`src/rtl/boot_loader.sv`:
```
// Program loader: streams words from a valid/ready source into RAM, then
// releases the CPU from reset after a fixed hold interval.
module boot_loader #(
  parameter int                    DATA_WIDTH  = 32,
  parameter int                    ADDR_WIDTH  = 8,
  parameter logic [ADDR_WIDTH-1:0] BASE_ADDR   = '0,
  parameter int                    HOLD_CYCLES = 4
) (
  input  logic                  clk,
  input  logic                  rst,
  input  logic                  start,
  input  logic                  s_valid,
  input  logic [DATA_WIDTH-1:0] s_data,
  input  logic                  s_last,
  output logic                  s_ready,
  output logic                  mem_we,
  output logic [ADDR_WIDTH-1:0] mem_addr,
  output logic [DATA_WIDTH-1:0] mem_wdata,
  output logic                  cpu_hold,
  output logic                  done,
  output logic                  error,
  output logic [ADDR_WIDTH:0]   word_count
);

  localparam int HW = (HOLD_CYCLES < 2) ? 1 : $clog2(HOLD_CYCLES + 1);
  localparam logic [HW-1:0]         HOLD_INIT = HW'(HOLD_CYCLES);
  localparam logic [HW-1:0]         HOLD_ONE  = HW'(1);
  localparam logic [HW-1:0]         HOLD_ZERO = HW'(0);
  localparam logic [ADDR_WIDTH-1:0] LAST_ADDR = '1;
  localparam logic [ADDR_WIDTH-1:0] PTR_ONE   = ADDR_WIDTH'(1);
  localparam logic [ADDR_WIDTH:0]   CNT_ONE   = (ADDR_WIDTH + 1)'(1);
  localparam logic [ADDR_WIDTH:0]   CNT_ZERO  = (ADDR_WIDTH + 1)'(0);

  typedef enum logic [2:0] {
    S_IDLE  = 3'd0,
    S_LOAD  = 3'd1,
    S_HOLD  = 3'd2,
    S_RUN   = 3'd3,
    S_ERROR = 3'd4
  } state_t;

  state_t                r_state, w_state;
  logic [ADDR_WIDTH-1:0] r_ptr, w_ptr;
  logic [ADDR_WIDTH:0]   r_count, w_count;
  logic [HW-1:0]         r_hold_cnt, w_hold_cnt;
  logic                  r_s_ready, w_s_ready;
  logic                  r_mem_we, w_mem_we;
  logic [ADDR_WIDTH-1:0] r_mem_addr, w_mem_addr;
  logic [DATA_WIDTH-1:0] r_mem_wdata, w_mem_wdata;
  logic                  r_cpu_hold, w_cpu_hold;
  logic                  r_done, w_done;
  logic                  r_error, w_error;
  logic                  w_accept;

  assign w_accept = s_valid & r_s_ready;

  always_comb begin
    w_state     = r_state;
    w_ptr       = r_ptr;
    w_count     = r_count;
    w_hold_cnt  = r_hold_cnt;
    w_s_ready   = 1'b0;
    w_mem_we    = 1'b0;
    w_mem_addr  = r_mem_addr;
    w_mem_wdata = r_mem_wdata;
    w_cpu_hold  = 1'b1;
    w_done      = 1'b0;
    w_error     = 1'b0;
    case (r_state)
      S_IDLE: begin
        if (start) begin
          w_state   = S_LOAD;
          w_ptr     = BASE_ADDR;
          w_count   = CNT_ZERO;
          w_s_ready = 1'b1;
        end else begin
          w_state = S_IDLE;
        end
      end
      S_LOAD: begin
        w_s_ready = 1'b1;
        if (w_accept) begin
          w_mem_we    = 1'b1;
          w_mem_addr  = r_ptr;
          w_mem_wdata = s_data;
          w_count     = r_count + CNT_ONE;
          // The pointer saturates at the top of RAM; it is never reused past there.
          if (r_ptr != LAST_ADDR) begin
            w_ptr = r_ptr + PTR_ONE;
          end else begin
            w_ptr = r_ptr;
          end
          if (s_last) begin
            w_state    = S_HOLD;
            w_s_ready  = 1'b0;
            w_hold_cnt = HOLD_INIT;
          end else if (r_ptr == LAST_ADDR) begin
            w_state   = S_ERROR;
            w_s_ready = 1'b0;
            w_error   = 1'b1;
          end else begin
            w_state = S_LOAD;
          end
        end else begin
          w_state = S_LOAD;
        end
      end
      S_HOLD: begin
        // Counter starts on the write edge, so release lands HOLD_CYCLES after mem_we falls.
        if (r_hold_cnt == HOLD_ZERO) begin
          w_state    = S_RUN;
          w_cpu_hold = 1'b0;
          w_done     = 1'b1;
        end else begin
          w_hold_cnt = r_hold_cnt - HOLD_ONE;
        end
      end
      S_RUN: begin
        if (start) begin
          w_state   = S_LOAD;
          w_ptr     = BASE_ADDR;
          w_count   = CNT_ZERO;
          w_s_ready = 1'b1;
        end else begin
          w_cpu_hold = 1'b0;
          w_done     = 1'b1;
        end
      end
      S_ERROR: begin
        if (start) begin
          w_state   = S_LOAD;
          w_ptr     = BASE_ADDR;
          w_count   = CNT_ZERO;
          w_s_ready = 1'b1;
        end else begin
          w_error = 1'b1;
        end
      end
      default: begin
        w_state = S_IDLE;
      end
    endcase
  end

  // State and registered outputs
  always_ff @(posedge clk or posedge rst) begin
    if (rst) begin
      r_state     <= S_IDLE;
      r_ptr       <= BASE_ADDR;
      r_count     <= CNT_ZERO;
      r_hold_cnt  <= HOLD_ZERO;
      r_s_ready   <= 1'b0;
      r_mem_we    <= 1'b0;
      r_mem_addr  <= BASE_ADDR;
      r_mem_wdata <= '0;
      r_cpu_hold  <= 1'b1;
      r_done      <= 1'b0;
      r_error     <= 1'b0;
    end else begin
      r_state     <= w_state;
      r_ptr       <= w_ptr;
      r_count     <= w_count;
      r_hold_cnt  <= w_hold_cnt;
      r_s_ready   <= w_s_ready;
      r_mem_we    <= w_mem_we;
      r_mem_addr  <= w_mem_addr;
      r_mem_wdata <= w_mem_wdata;
      r_cpu_hold  <= w_cpu_hold;
      r_done      <= w_done;
      r_error     <= w_error;
    end
  end

  assign s_ready    = r_s_ready;
  assign mem_we     = r_mem_we;
  assign mem_addr   = r_mem_addr;
  assign mem_wdata  = r_mem_wdata;
  assign cpu_hold   = r_cpu_hold;
  assign done       = r_done;
  assign error      = r_error;
  assign word_count = r_count;

endmodule

```
`config.mk`:
```
export PLATFORM = sky130hd
export DESIGN_NAME = boot_loader
export DESIGN_NICKNAME = d
export VERILOG_FILES = /design/src/rtl/boot_loader.sv
export SDC_FILE = /design/constraint.sdc
export NUM_CORES = 1
export LEC_CHECK = 0
export BUFFER_PORTS_ARGS = -buffer_cell sky130_fd_sc_hd__buf_2
export CAP_MARGIN = 15
export CORE_MARGIN = 2
export CORE_UTILIZATION = 35
export CTS_CLUSTER_DIAMETER = 120
export CTS_CLUSTER_SIZE = 8
export DETAILED_ROUTE_END_ITERATION = 6
export GPL_TIMING_DRIVEN = 0
export SLEW_MARGIN = 20
export SYNTH_ARGS = -nofsm -noshare
export SYNTH_HDL_FRONTEND = slang
export SYNTH_SLANG_ARGS = --single-unit
```
`constraint.sdc`:
```
create_clock -name clk -period 2.1 [get_ports clk]
set_input_delay 0.105 -clock clk [delete_from_list [all_inputs] [get_ports clk]]
set_output_delay 0.105 -clock clk [all_outputs]
set_load 0.05 [all_outputs]
```
==> flow_results.org <==
** STA
- Setup repair after global routing left no endpoint under its margin.
- Final Hold Vio Count :: 0
- Worst slack on hold paths :: 0.0984 ns
- Clk_skew :: 0.00384 ns
- Setup violations remaining at the end of the flow were counted as 0.
- Headroom to the max-slew limit came out at 67.3%.
- Derived from the worst setup path, the maximum achievable clock frequency is 510 MHz.
- Slew at the pin with the worst max-slew slack :: 0.490 ns
- Portion of the clock cycle consumed by the worst path in the final layout :: 93.4%
- The worst path needs 1.96 ns of the cycle, external delays included.
- The max-slew violation total from the final report came to 0.
- Setup TNS :: 0 ns

** Cells and area
- Of the cells placed in the final design, the portion with a size suffix greater than 1 is 27.5%.
- Area growth from synthesis to final layout :: 39.6%
- In the final design database the tool counted 490 nets.
- The repair_antennas step left the layout with diodes totalling 0.
- Fill count :: 767
- Final core utilization :: 50.0%
- Leaving out filler cells and counting taps, the final layout contains 559.

** Clocking
- Number of buffers inserted during clock tree synthesis :: 9
- Latest clock arrival within the worst-skew pair :: 0.33 ns
- Clock tree synthesis found a total of 68 sinks.
- TritonCTS built the clock tree.
- The H-tree was split into 3 levels.
- The tree is rooted in a sky130_fd_sc_hd__clkbuf_8.
- In this run the deepest clock path goes through 2 buffers.
- Clock-pin slew was measured on the worst setup and hold paths at 0.07 ns.

** Synth
- Counting flops and latches in the post-synthesis netlist gives 68.
- After synthesis, the netlist uses 41 different library cells.
- Number of enable flip-flop cells after synthesis :: 0
- Yosys printed 0 warnings.
- Number of standard cells after synthesis :: 313
- Summing every instance area after synthesis gives 2910 sq um.
- The number of nets handed over by synthesis was 354.
- In this run the mean area of a mapped cell was 9.31 sq um.
- The share of the Yosys chip area taken by registers is 58.5%.
- After synthesis, the share of flip-flops with an asynchronous set or reset is 100%.
- In the synthesized netlist the dominant register cell turns out to be sky130_fd_sc_hd__dfrtp_1.

** Placed design
- At the end of routability-driven placement, the weighted congestion stood at 0.803.
- Placed insts :: 509
- Detailed placement finished with a half-perimeter wire length of 4.83 mm.
- Number of port buffers :: 90

** Power and ir drop
- Worst voltage drop across the vdd grid :: 571 uV
- Leakage power figure :: 2.18 nW
- Cell Pwr Density :: 1450 nW/um^2

** Setup path
- Kind of end point of the critical path :: flop
- Type of origin of the critical path :: flop
- Buffers and inverters on the worst path :: 1
- Worst stage delay on the critical path :: 0.50 ns
- The worst register-to-register path ends at word_count[8]$_DFFE_PP0P_.
- On the critical path, the stage with the largest delay is an instance of sky130_fd_sc_hd__or4_1.
- WS Path Type :: reg -> reg
- Worst-path fanout max :: 10
- Kind of cell adding the most delay to the critical path :: simple AND/OR/NAND/NOR gates
- STA puts the critical path data arrival time at 2.21 ns.
- The critical path goes through or3b_1, nand2b_1, buf_4, nor2_2, or4_1, a21oi_1.
- The critical path runs through a total of 6 cells.
- Measured in cells, the most critical reg-to-reg path has a length of 6.
- Startpoint of the worst register-to-register path :: r_state[1]$_DFFE_PP0P_
- Across all register-to-register paths, the minimum setup slack is 0.14 ns.
- WP data required :: 2.35 ns

** Floorplanning
- In this run the vertical extent of the chip is 95.2 um.
- The die covers 9070 sq um.
- The initial utilization of the core area, before any placement, comes to 35.8%.
- The floorplan has 33 rows.
- Number of primary I/O pins :: 91
- After floorplanning, the core was sized to cover 8130 sq um.
- Die Wd :: 95.2 um

** Detailed routing
- Number of vias after detailed routing :: 2572
- Wires add up to 7.02 mm.
- 1st-iter DRT viols :: 125
- The pre-antenna-repair detailed-routing pass consisted of 4 iterations.
- Using the TritonRoute via totals, the vias-per-cell ratio works out to 4.60.
- In this run the remaining antenna-violating nets after routing total 0.
- For this run, design rule violations remaining after detail routing come to 0.
- Dividing the detail-routed wire length by the instance count gives 12.6 um.

** Run
- Across the run, the number of max-cap violations was 0.

** Min path
- Type of the worst min-delay path :: in -> reg
- The worst hold path was traced through 3 stages.
- Endpoint of the worst hold-timing path :: s_ready$_DFF_PP0_
- The worst hold path begins at start.

** GRT
- Via count of the first global-routing pass :: 2467
- Antenna violations before repair :: 0
- Largest net degree at the start of global routing :: 54
- GRT Residual Overflow :: 0
- The first global-routing pass estimated 11.7 mm of wire.
- For this run, the total global-route usage over all layers was measured as 16.5%.

** Run status
- Outcome :: finished clean
==> through the flow <==
step	area (sq um)	setup slack, ns	power [W]
4_1_cts	4060	0.0326	0.00594
3_3_place_gp	3490	-0.657	0.00473
6_report	4070	0.138	0.00589
5_1_grt	4070	0.0583	0.00632
2_1_floorplan	2910	0.285	0.00410
3_5_place_dp	3520	0.0719	0.00479
==> per-layer routing <==
layer	up-vias	GRT usage, %	share of wire, %
met4	0	7.49	1.6
met2	80	26.0	48
met5	-	0	0
met1	1191	22.1	46
met3	11	2.92	4.5
li1	1290	-	-
==> sequential cells by signal, summed over array words and instances (netlist names) <==
name	count
cpu_hold	1
done	1
r_state	3
r_ptr	8
s_ready	1
mem_we	1
mem_addr	8
word_count	9
r_hold_cnt	3
error	1
mem_wdata	32
==> cell usage in the layout (no fill, tap or decap), drive strengths merged, types with 2 or more instances in the layout <==
master and count:
nand3 7, clkinvlp 2, o2111ai 2, o211ai 4, and2 3, nand4 2, nor2b 2, a31o 2
dfrtp 67, nor3 3, inv 6, o31ai 2, xor2 7, a21o 2, xnor2 2, a31oi 2
clkbuf 17, nor2 13, o21ai 12, and3 3, buf 96, nor3b 2, ha 4, dlygate4sd3 33
or3 2, a21oi 5, nand2 137, clkinv 4
==> power by group <==
group          internal, W  switching [W]  total (W)  leakage [nW]
Clock             0.000554       0.000515    0.00107        0.0958
Combinational     0.000709        0.00212    0.00283          1.20
Sequential         0.00173       0.000253    0.00198         0.881
Total              0.00299        0.00289    0.00589          2.18
==> worst register-to-register path: stages, from the launching register on <==
cell and delay (ns):
sky130_fd_sc_hd__dfrtp_1 0.47, sky130_fd_sc_hd__or3b_1 0.40, sky130_fd_sc_hd__nand2b_1 0.08, sky130_fd_sc_hd__buf_4 0.17, sky130_fd_sc_hd__nor2_2 0.08, sky130_fd_sc_hd__or4_1 0.50, sky130_fd_sc_hd__a21oi_1 0.17
==> repair_timing <==
item / CTS / global route
endpoints found under the hold margin: 47 / 0
setup endpoints to repair: 0 / 31
buffers inserted: 0 / 1
hold buffers: 33 / 0
gates resized for setup: 0 / 4
==> cell usage after synthesis, drive strengths merged, types with 3 or more instances <==
master / instances / area [sq um]
a21oi: 5 / 25.0
and2: 3 / 18.8
and3: 3 / 18.8
buf: 6 / 32.5
clkbuf: 6 / 22.5
dfrtp: 67 / 1680
ha: 4 / 50.1
inv: 5 / 18.8
nand2: 137 / 514
nand3: 7 / 47.6
nor2: 13 / 51.3
nor3: 3 / 15.0
o211ai: 4 / 30.0
o21ai: 12 / 60.1
xor2: 7 / 61.3
==> how the worst max path moves through the flow <==
stage	startpoint	end	slack (ns)
2_1_floorplan	rst	done$_DFF_PP0_	0.29
3_3_place_gp	rst	r_hold_cnt[1]$_DFFE_PP0P_	-0.66
3_5_place_dp	r_state[1]$_DFFE_PP0P_	mem_addr[6]$_DFFE_PP0P_	0.07
4_1_cts	r_state[0]$_DFFE_PP0P_	mem_addr[6]$_DFFE_PP0P_	0.03
5_1_grt	r_state[1]$_DFFE_PP0P_	word_count[8]$_DFFE_PP0P_	0.06
6_report	r_state[1]$_DFFE_PP0P_	word_count[8]$_DFFE_PP0P_	0.14
==> cells by family (layout without fill, tap and decap cells) <==
logic type                 after synthesis  after routing  share of synthesized area (%)
and+or+nand+nor                        180            180                           26.7
DFF                                     68             68                           58.5
AOI/OAI and AO/OA                       32             32                           6.87
buffers and inverters                   18            159                           2.84
xor gates and xnor gates                 9              9                           2.71
adders and majority gates                4              4                           1.72
muxes                                    2              2                          0.730
==> area by class of cell <==
class                      instances  area (sq um)  area share (%)
sequential                        68          1700            41.9
inverter                           6          30.0           0.738
buffer                            12          58.8            1.45
multi-input combinational        227          1130            27.7
clock buffer                       9           124            3.05
clock inverter                     7          76.3            1.88
timing repair buffer             125           816            20.1
tap                              105           131            3.23
Power figures use the tool's default switching activity.
